### config.mk
export PLATFORM = sky130hd
export DESIGN_NAME = sipo_deser_4bit
export DESIGN_NICKNAME = d
export VERILOG_FILES = /design/src/rtl/sipo_pkg.sv /design/src/rtl/sipo_out_reg.sv /design/src/rtl/sipo_deser_4bit.sv
export SDC_FILE = /design/constraint.sdc
export NUM_CORES = 1
export LEC_CHECK = 0
export CORE_UTILIZATION = 25
export CTS_CLUSTER_SIZE = 8
export DETAILED_ROUTE_END_ITERATION = 10
export DONT_BUFFER_PORTS = 1
export GPL_ROUTABILITY_DRIVEN = 0
export PLACE_DENSITY = 0.47
export REMOVE_ABC_BUFFERS = 1
export SLEW_MARGIN = 20
export SYNTH_ARGS = -nofsm -noshare
export SYNTH_HDL_FRONTEND = slang
export SYNTH_HIERARCHICAL = 1
export SYNTH_SLANG_ARGS = --single-unit
### constraint.sdc
create_clock -name clk -period 2.73 [get_ports clk]
set_input_delay 0.546 -clock clk [delete_from_list [all_inputs] [get_ports clk]]
set_output_delay 0.546 -clock clk [all_outputs]
set_load 0.02 [all_outputs]
### src/rtl/sipo_pkg.sv
// ----------------------------------------------------------------------------
// Package: sipo_pkg
// Shared definitions for the serial-in/parallel-out deserialiser.
//   - FSM state encodings (S_IDLE, S_SHIFT, S_PAR)
//   - cnt_width(): bit-count width for a given word width, $clog2(WIDTH+1)
// Optional feature macro used by the importers: PARITY_CHECK_EN.
// ----------------------------------------------------------------------------
package sipo_pkg;

    localparam logic [1:0] S_IDLE  = 2'd0;
    localparam logic [1:0] S_SHIFT = 2'd1;
    localparam logic [1:0] S_PAR   = 2'd2;

    localparam int unsigned DEF_WIDTH = 4;

    // Wide enough to hold WIDTH itself (the parity slot index).
    function automatic int unsigned cnt_width(input int unsigned width);
        return $clog2(width + 1);
    endfunction

endpackage

### src/rtl/sipo_out_reg.sv
// ----------------------------------------------------------------------------
// Module: sipo_out_reg
// One-entry valid/ready holding register for assembled words, plus the
// sticky overrun flag.
// Ports:
//   i_clk, i_rst      clock, synchronous active-high reset
//   i_flush           clears overrun (held word untouched)
//   i_word_valid      a completed word is offered this cycle
//   i_word            the completed word
//   i_par             parity result for the word (PARITY_CHECK_EN only)
//   i_ready           consumer ready
//   o_dout/o_valid    held word and its valid flag
//   o_overrun         sticky: a completed word was dropped
//   o_par_err         parity error of the held word (PARITY_CHECK_EN only)
// Macro: PARITY_CHECK_EN adds i_par / o_par_err.
// ----------------------------------------------------------------------------
module sipo_out_reg #(
    parameter int unsigned WIDTH = 4
) (
    input  logic             i_clk,
    input  logic             i_rst,
    input  logic             i_flush,
    input  logic             i_word_valid,
    input  logic [WIDTH-1:0] i_word,
`ifdef PARITY_CHECK_EN
    input  logic             i_par,
    output logic             o_par_err,
`endif
    input  logic             i_ready,
    output logic [WIDTH-1:0] o_dout,
    output logic             o_valid,
    output logic             o_overrun
);

    logic [WIDTH-1:0] r_dout;
    logic             r_valid;
    logic             r_overrun;
    logic             w_load;

    // A slot frees up in the same cycle it is handed off, so words can
    // stream back-to-back without a bubble.
    assign w_load = i_word_valid & (~r_valid | i_ready);

    always_ff @(posedge i_clk) begin
        if (i_rst) begin
            r_dout  <= '0;
            r_valid <= 1'b0;
        end else if (w_load) begin
            r_dout  <= i_word;
            r_valid <= 1'b1;
        end else if (r_valid && i_ready) begin
            r_valid <= 1'b0;
        end
    end

    // A completed word can never coincide with flush (flush wins over the bit),
    // so the ordering here only matters for rst.
    always_ff @(posedge i_clk) begin
        if (i_rst || i_flush) begin
            r_overrun <= 1'b0;
        end else if (i_word_valid && !w_load) begin
            r_overrun <= 1'b1;
        end
    end

`ifdef PARITY_CHECK_EN
    logic r_par_err;

    // Dropped words leave the flag alone; it tracks the held word only.
    always_ff @(posedge i_clk) begin
        if (i_rst) begin
            r_par_err <= 1'b0;
        end else if (w_load) begin
            r_par_err <= i_par;
        end
    end

    assign o_par_err = r_par_err;
`endif

    assign o_dout    = r_dout;
    assign o_valid   = r_valid;
    assign o_overrun = r_overrun;

endmodule

### src/rtl/sipo_deser_4bit.sv
// ----------------------------------------------------------------------------
// Module: sipo_deser_4bit
// Serial-in, parallel-out receiver. Shifts MSB-first bits in on each accepted
// strobe, frames every WIDTH bits into a word and hands it to a one-entry
// valid/ready output register.
// Ports:
//   clk, rst     rising-edge clock, synchronous active-high reset
//   s_in         serial data bit
//   s_valid      s_in is taken on edges where s_valid=1
//   flush        drop the partial word, restart framing, clear overrun
//   dout         assembled word, first-received bit in dout[WIDTH-1]
//   dout_valid   word held in the output register
//   dout_ready   consumer accepts on dout_valid & dout_ready
//   overrun      sticky: a completed word was dropped
//   par_err      even-parity error for the held word (PARITY_CHECK_EN only)
// Macro: PARITY_CHECK_EN appends an even-parity bit to each frame.
// ----------------------------------------------------------------------------
module sipo_deser_4bit
    import sipo_pkg::*;
#(
    parameter int unsigned WIDTH = DEF_WIDTH
) (
    input  logic             clk,
    input  logic             rst,
    input  logic             s_in,
    input  logic             s_valid,
    input  logic             flush,
    output logic [WIDTH-1:0] dout,
    output logic             dout_valid,
    input  logic             dout_ready,
`ifdef PARITY_CHECK_EN
    output logic             par_err,
`endif
    output logic             overrun
);

    localparam int unsigned        CNT_W    = cnt_width(WIDTH);
    localparam logic [CNT_W-1:0]   CNT_LAST = CNT_W'(WIDTH - 1);
    localparam logic [CNT_W-1:0]   CNT_ONE  = CNT_W'(1);

    logic [1:0]       r_state;
    logic [CNT_W-1:0] r_cnt;
    logic [WIDTH-1:0] r_sr;

    logic             w_accept;
    logic             w_word_done;
    logic [WIDTH-1:0] w_word;

    // flush has priority: a bit strobed alongside it is discarded.
    assign w_accept = s_valid & ~flush;

`ifdef PARITY_CHECK_EN
    logic w_par;

    // In S_PAR the data bits are already complete in r_sr; the incoming bit is
    // the parity bit and is only folded into the check.
    assign w_word_done = w_accept && (r_state == S_PAR);
    assign w_word      = r_sr;
    assign w_par       = ^{r_sr, s_in};
`else
    // WIDTH >= 2, so the last bit always arrives while in S_SHIFT.
    assign w_word_done = w_accept && (r_state == S_SHIFT) && (r_cnt == CNT_LAST);
    assign w_word      = {r_sr[WIDTH-2:0], s_in};
`endif

    always_ff @(posedge clk) begin
        if (rst) begin
            r_state <= S_IDLE;
            r_cnt   <= '0;
            r_sr    <= '0;
        end else if (flush) begin
            r_state <= S_IDLE;
            r_cnt   <= '0;
        end else if (s_valid) begin
`ifdef PARITY_CHECK_EN
            if (r_state == S_PAR) begin
                r_state <= S_IDLE;
                r_cnt   <= '0;
            end else begin
                r_sr <= {r_sr[WIDTH-2:0], s_in};
                if (r_cnt == CNT_LAST) begin
                    r_state <= S_PAR;
                    r_cnt   <= CNT_W'(WIDTH);
                end else begin
                    r_state <= S_SHIFT;
                    r_cnt   <= r_cnt + CNT_ONE;
                end
            end
`else
            r_sr <= {r_sr[WIDTH-2:0], s_in};
            if (r_cnt == CNT_LAST) begin
                r_state <= S_IDLE;
                r_cnt   <= '0;
            end else begin
                r_state <= S_SHIFT;
                r_cnt   <= r_cnt + CNT_ONE;
            end
`endif
        end
    end

    sipo_out_reg #(
        .WIDTH (WIDTH)
    ) u_out_reg (
        .i_clk        (clk),
        .i_rst        (rst),
        .i_flush      (flush),
        .i_word_valid (w_word_done),
        .i_word       (w_word),
`ifdef PARITY_CHECK_EN
        .i_par        (w_par),
        .o_par_err    (par_err),
`endif
        .i_ready      (dout_ready),
        .o_dout       (dout),
        .o_valid      (dout_valid),
        .o_overrun    (overrun)
    );

endmodule

==> impl_metrics.toml, run 1 <==
[grt]
grt_pass1_wl_microns = 1524
antenna_found_initial = 0
grt_util_all_layers = 0.08536
grt_pass1_vias = 330
grt.overflow.total = 0
grt_max_degree = 17

[floorplan]
core_sq_um = 2022
io_pins = 12
die_width_microns = 49.04
die_h_microns = 49.04
die-area_sq_um = 2404
fp-row-count = 16
start_util = 0.2735

[timing]
final.setup.tns_ns = 0
setup_viol = 0
hold_viol = 0
finalCritPeriodShare = 0.6068
worstMarginPinSlew_ns = 0.4407
rsz0062_at_grt = "no"
fin_crit_ns = 1.656
max_clock_freq_ghz = 0.6037
finClkSkew_ns = 0.0004684
slew_headroom = 0.7020
finalMaxSlewViolations = 0

[power_and_ir_drop]
ir_drop_v = 0.0003526
clkPwrFrac = 0.357
power_density_nw_per_um2 = 535.1
p_sw_uw = 63.16
internal_power_uw = 256.9
p_sw_frac = 0.1974
power.total_uw = 320.0
power.leakage_nw = 0.2107
sequentialPowerShare = 0.605
comb_power_share = 0.038

[placed_design]
placed_area_sq_um = 571.8
port_buffers = 0

[clock_network]
postCtsHoldBufs = 0
cts.reportedPaths.clkPinSlew_ns = 0.07
cts_sinks = 13
htreeDepth = 1
cts_root_buf = "clkbuf_4"
clk_path_buf_depth = 2
clk_latency_ns = 0.27
cts_buffers = 3
post_cts.repair.setup_buffers = 0
cts_tree = "done"
cts.repair.resized = 0

[finish]
final_area_sq_um = 598.1
n_fill_cell = 222
syn2layout_area_growth_pct = 8.145
final_common_cell = "dfxtp_1"
regArea_sq_um = 260.3
drive_above_1_share = 0.1091
multiInputGateArea_sq_um = 277.8
antennaDiodeCount = 0
final_cell_mix = "dfxtp_1, nand2b_1, mux2i_1"
fin_nets = 63

[routing]
post_drt_wl_per_cell_microns = 10.33
drtAntennaViolNets = 0
drtIter0Drc = 3
drc = 0
viasPerCell = 4.073
finalWirelength_microns = 847
first_pass_iters = 3
num_vias = 334

[synthesis]
synth_fa_ha_area_frac = 0.02262
synth_area_per_cell_sq_um = 10.43
synthMuxAreaShare = 0.1629
synth_compound_area_frac = 0.02262
seq_area_frac_synth = 0.4706
ys_ff_latch = 13
synth-xor-area-share = 0
synthDistinctLibCells = 16
synth_simple_gate_area_share = 0.2941
syn_area_sq_um = 553.0
syn_inst = 53
yosysWarnings = 6
synth_top_family_by_area = "simple AND/OR/NAND/NOR gates"

[worst_setup_path]
cp-start-kind = "register"
critPathKind = "reg2reg"
critical_path.max_fanout = 4
cp.required_ns = 2.93
cp.arrival_ns = 1.85
endpoint_kind = "register"

[status]
status = "completed"

[hold_path]
hp-class = "in2reg"

[run]
drv_cap = 0
## critical path: stages (launching register included)
cell	delay (ns)
dfxtp_1	0.35
ha_1	0.18
nand2_1	0.07
nor4b_1	0.40
nor2b_2	0.36
mux2i_1	0.23
## Yosys cell counts
| master | instances | area share |
|---|---|---|
| ha_1 | 1 | 0.023 |
| nor3_1 | 3 | 0.027 |
| nor2b_2 | 1 | 0.016 |
| a21boi_1 | 1 | 0.014 |
| nand2_1 | 1 | 0.0068 |
| dfxtp_1 | 13 | 0.47 |
| and3_1 | 1 | 0.011 |
| mux2i_1 | 9 | 0.16 |
| nand3b_1 | 1 | 0.014 |
| buf_6 | 1 | 0.020 |
| nand2b_1 | 10 | 0.11 |
| a21oi_1 | 1 | 0.0090 |
| clkbuf_1 | 1 | 0.0068 |
| nor4b_1 | 1 | 0.016 |
| nor2_1 | 6 | 0.041 |
| nor2b_4 | 2 | 0.050 |
## layout make-up
type | instances | share of cell area
tap | 27 | 0.05649
multi-input combinational | 38 | 0.4644
sequential | 13 | 0.4351
clock buffer | 4 | 0.04393
## final timing paths
check / depth (start not counted) / start / slack, ns / endpoint
min reg2reg: 2 / r_sr[2] / 0.48 / u_out_reg/o_dout[3]
max: 5 / r_cnt[0] / 1.07 / u_out_reg/o_dout[2]
min: 1 / rst / 0.34 / r_sr[1]
max reg2reg: 5 / r_cnt[0] / 1.07 / u_out_reg/o_dout[2]
## metal layers
metal / GRT usage / vias to the layer above / routed length, microns
li1: - / 182 / -
met5: 0 / - / 0
met4: 0 / 0 / 0
met2: 0.1319 / 10 / 366
met3: 0.07477 / 0 / 94
met1: 0.09351 / 142 / 386
## registers in the layout (all words and copies together), names as in the netlist
signal	flops
r_state	1
r_cnt	3
u_out_reg/o_valid	1
u_out_reg/o_dout	4
u_out_reg/o_overrun	1
r_sr	3
## power groups by stage
stage	Sequential, mW	Combinational, mW	Clock [mW]
2_1_floorplan	0.198	0.0111	0
5_1_grt	0.194	0.0134	0.135
4_1_cts	0.194	0.0122	0.123
3_5_place_dp	0.198	0.0122	0
3_3_place_gp	0.198	0.0121	0
6_report	0.194	0.0120	0.114
## metrics by stage
step	hold slack [ns]	utilization	cells	setup slack [ns]
after floorplan	0.4506	-	51	1.217
after global placement	0.4777	0.2828	78	1.075
after global routing	0.3136	0.2958	82	0.9104
final	0.3390	0.2958	82	1.074
after CTS	0.3262	0.2958	82	1.042
after detailed placement	0.4803	0.2828	78	1.078
## logic make-up (layout without fill, tap and decap cells)
logic type / count (synthesis) / count (layout)
and+or+nand+nor: 26 / 26
DFF: 13 / 13
muxes: 9 / 9
AOI/OAI and AO/OA: 2 / 2
buffers and inverters: 2 / 4
adders and majority gates: 1 / 1
Note: power is estimated with default switching activity, not from simulation.
==> run 2: changes to the inputs <==
- clock period: 2.73 -> 1.69 ns (I/O delays scaled with it)
==> run 2 against run 1 <==
Worst hold slack worse by 0.22 ns. Maximum frequency up 16%. Global-route usage increased by 0.98 points. Sequential power grew 61%. Largest power group unchanged.
==> impl_metrics.toml, run 2 (same netlist as run 1, synthesis figures left out) <==
[power_and_ir_drop]
p_sw_frac = 0.2112
sequentialPowerShare = 0.594
clkPwrFrac = 0.369
power_density_nw_per_um2 = 853.9
ir_drop_v = 0.0003935
comb_power_share = 0.037
power.leakage_nw = 0.2168
internal_power_uw = 415.5
p_sw_uw = 111.2

[routing]
first_pass_iters = 4
drc = 0
post_drt_wl_per_cell_microns = 11.34
viasPerCell = 4.301
drtAntennaViolNets = 0
finalWirelength_microns = 941
num_vias = 357
drtIter0Drc = 6

[finish]
n_fill_cell = 217
multiInputGateArea_sq_um = 289.0
antennaDiodeCount = 0
fin_nets = 64
final_area_sq_um = 616.8
final_cell_mix = "dfxtp_1, nand2b_1, mux2i_1"
regArea_sq_um = 260.3
final_common_cell = "dfxtp_1"
syn2layout_area_growth_pct = 11.54
largest_reg_flops = 4
drive_above_1_share = 0.1429

[clock_network]
cts.reportedPaths.clkPinSlew_ns = 0.08
clk_path_buf_depth = 2
clk_latency_ns = 0.28
cts_buffers = 3
cts_tree = "done"
htreeDepth = 1
cts_sinks = 13
cts_root_buf = "clkbuf_4"
postCtsHoldBufs = 0

[worst_setup_path]
cp-start-kind = "register"
cp.required_ns = 1.90
critical_path.max_fanout = 4
critPathKind = "reg2reg"
endpoint_kind = "register"
cp.arrival_ns = 1.64

[run]
drv_cap = 0

[timing]
setup_viol = 0
finClkSkew_ns = 0.002048
finalCritPeriodShare = 0.8444
fin_crit_ns = 1.427
max_clock_freq_ghz = 0.7007
rsz0062_at_grt = "no"
worstMarginPinSlew_ns = 0.2702
hold_viol = 0
hold_ws_ns = 0.1192
finalMaxSlewViolations = 0
slew_headroom = 0.8194
final.setup.tns_ns = 0

[floorplan]
core_sq_um = 2022
die_width_microns = 49.04
fp-row-count = 16
io_pins = 12
start_util = 0.2735
die-area_sq_um = 2404
die_h_microns = 49.04

[status]
status = "completed"

[grt]
grt_pass1_wl_microns = 1669
antenna_found_initial = 0
grt_pass1_vias = 364
grt.overflow.total = 0
grt_max_degree = 17
grt_util_all_layers = 0.09514

[placed_design]
port_buffers = 0
placed_area_sq_um = 579.3

[hold_path]
hp-class = "in2reg"
[run 2: cell types whose count changed in the layout (fill, tap and decap cells not counted), sizes merged]
cell	previous run	this run
buf	0	1
[run 2: per-layer routing]
metal  track usage  wire length, microns  vias up
met5             0                     0        -
met4       0.02941                     0        0
met3       0.07165                   100        0
met2        0.1366                   417       13
met1        0.1086                   423      161
li1              -                     -      183
[run 2: layout make-up]
type                            instances  share of cell area
Clock buffer                            4             0.04260
Multi-Input combinational cell         38              0.4686
Sequential cell                        13              0.4219
Tap cell                               27             0.05477
Timing Repair Buffer                    1             0.01217
[run 2: final timing paths]
check / start / endpoint / slack [ns] / cells past startpoint
setup / recovery: r_cnt[0] / u_out_reg/o_dout[3] / 0.26 / 5
hold / removal: rst / r_sr[1] / 0.12 / 1
setup reg to reg: r_cnt[0] / u_out_reg/o_dout[3] / 0.26 / 5
hold reg to reg: r_sr[2] / u_out_reg/o_dout[3] / 0.49 / 2
[run 2: timing repair]
action                     CTS  global route
setup endpoints to repair    0             4
gates resized for setup      0             2
setup buffers                0             0
[run 2: power by group through the flow]
stage	logic (mW)	registers, mW	clock network [mW]
final	0.0196	0.313	0.194
after global routing	0.0217	0.314	0.226
after CTS	0.0196	0.313	0.206
after detailed placement	0.0195	0.320	0
after global placement	0.0193	0.320	0
after floorplan	0.0179	0.320	0
[run 2: per-stage QoR]
step	cells	worst slack, ns	utilization	power, mW
6_report	83	0.2629	0.3051	0.5267
5_1_grt	83	0.1029	0.3051	0.5618
4_1_cts	83	0.1223	0.2995	0.5389
3_5_place_dp	79	0.1555	0.2865	0.3397
3_3_place_gp	79	0.1716	0.2865	0.3396
2_1_floorplan	51	0.2269	-	0.3374
[run 2: worst max-delay path, cell delays in order, from the launching register on]
cell and delay (ns):
dfxtp_1 0.35, ha_1 0.18, nand2_1 0.09, nor4b_2 0.28
nor2b_4 0.27, mux2i_1 0.20
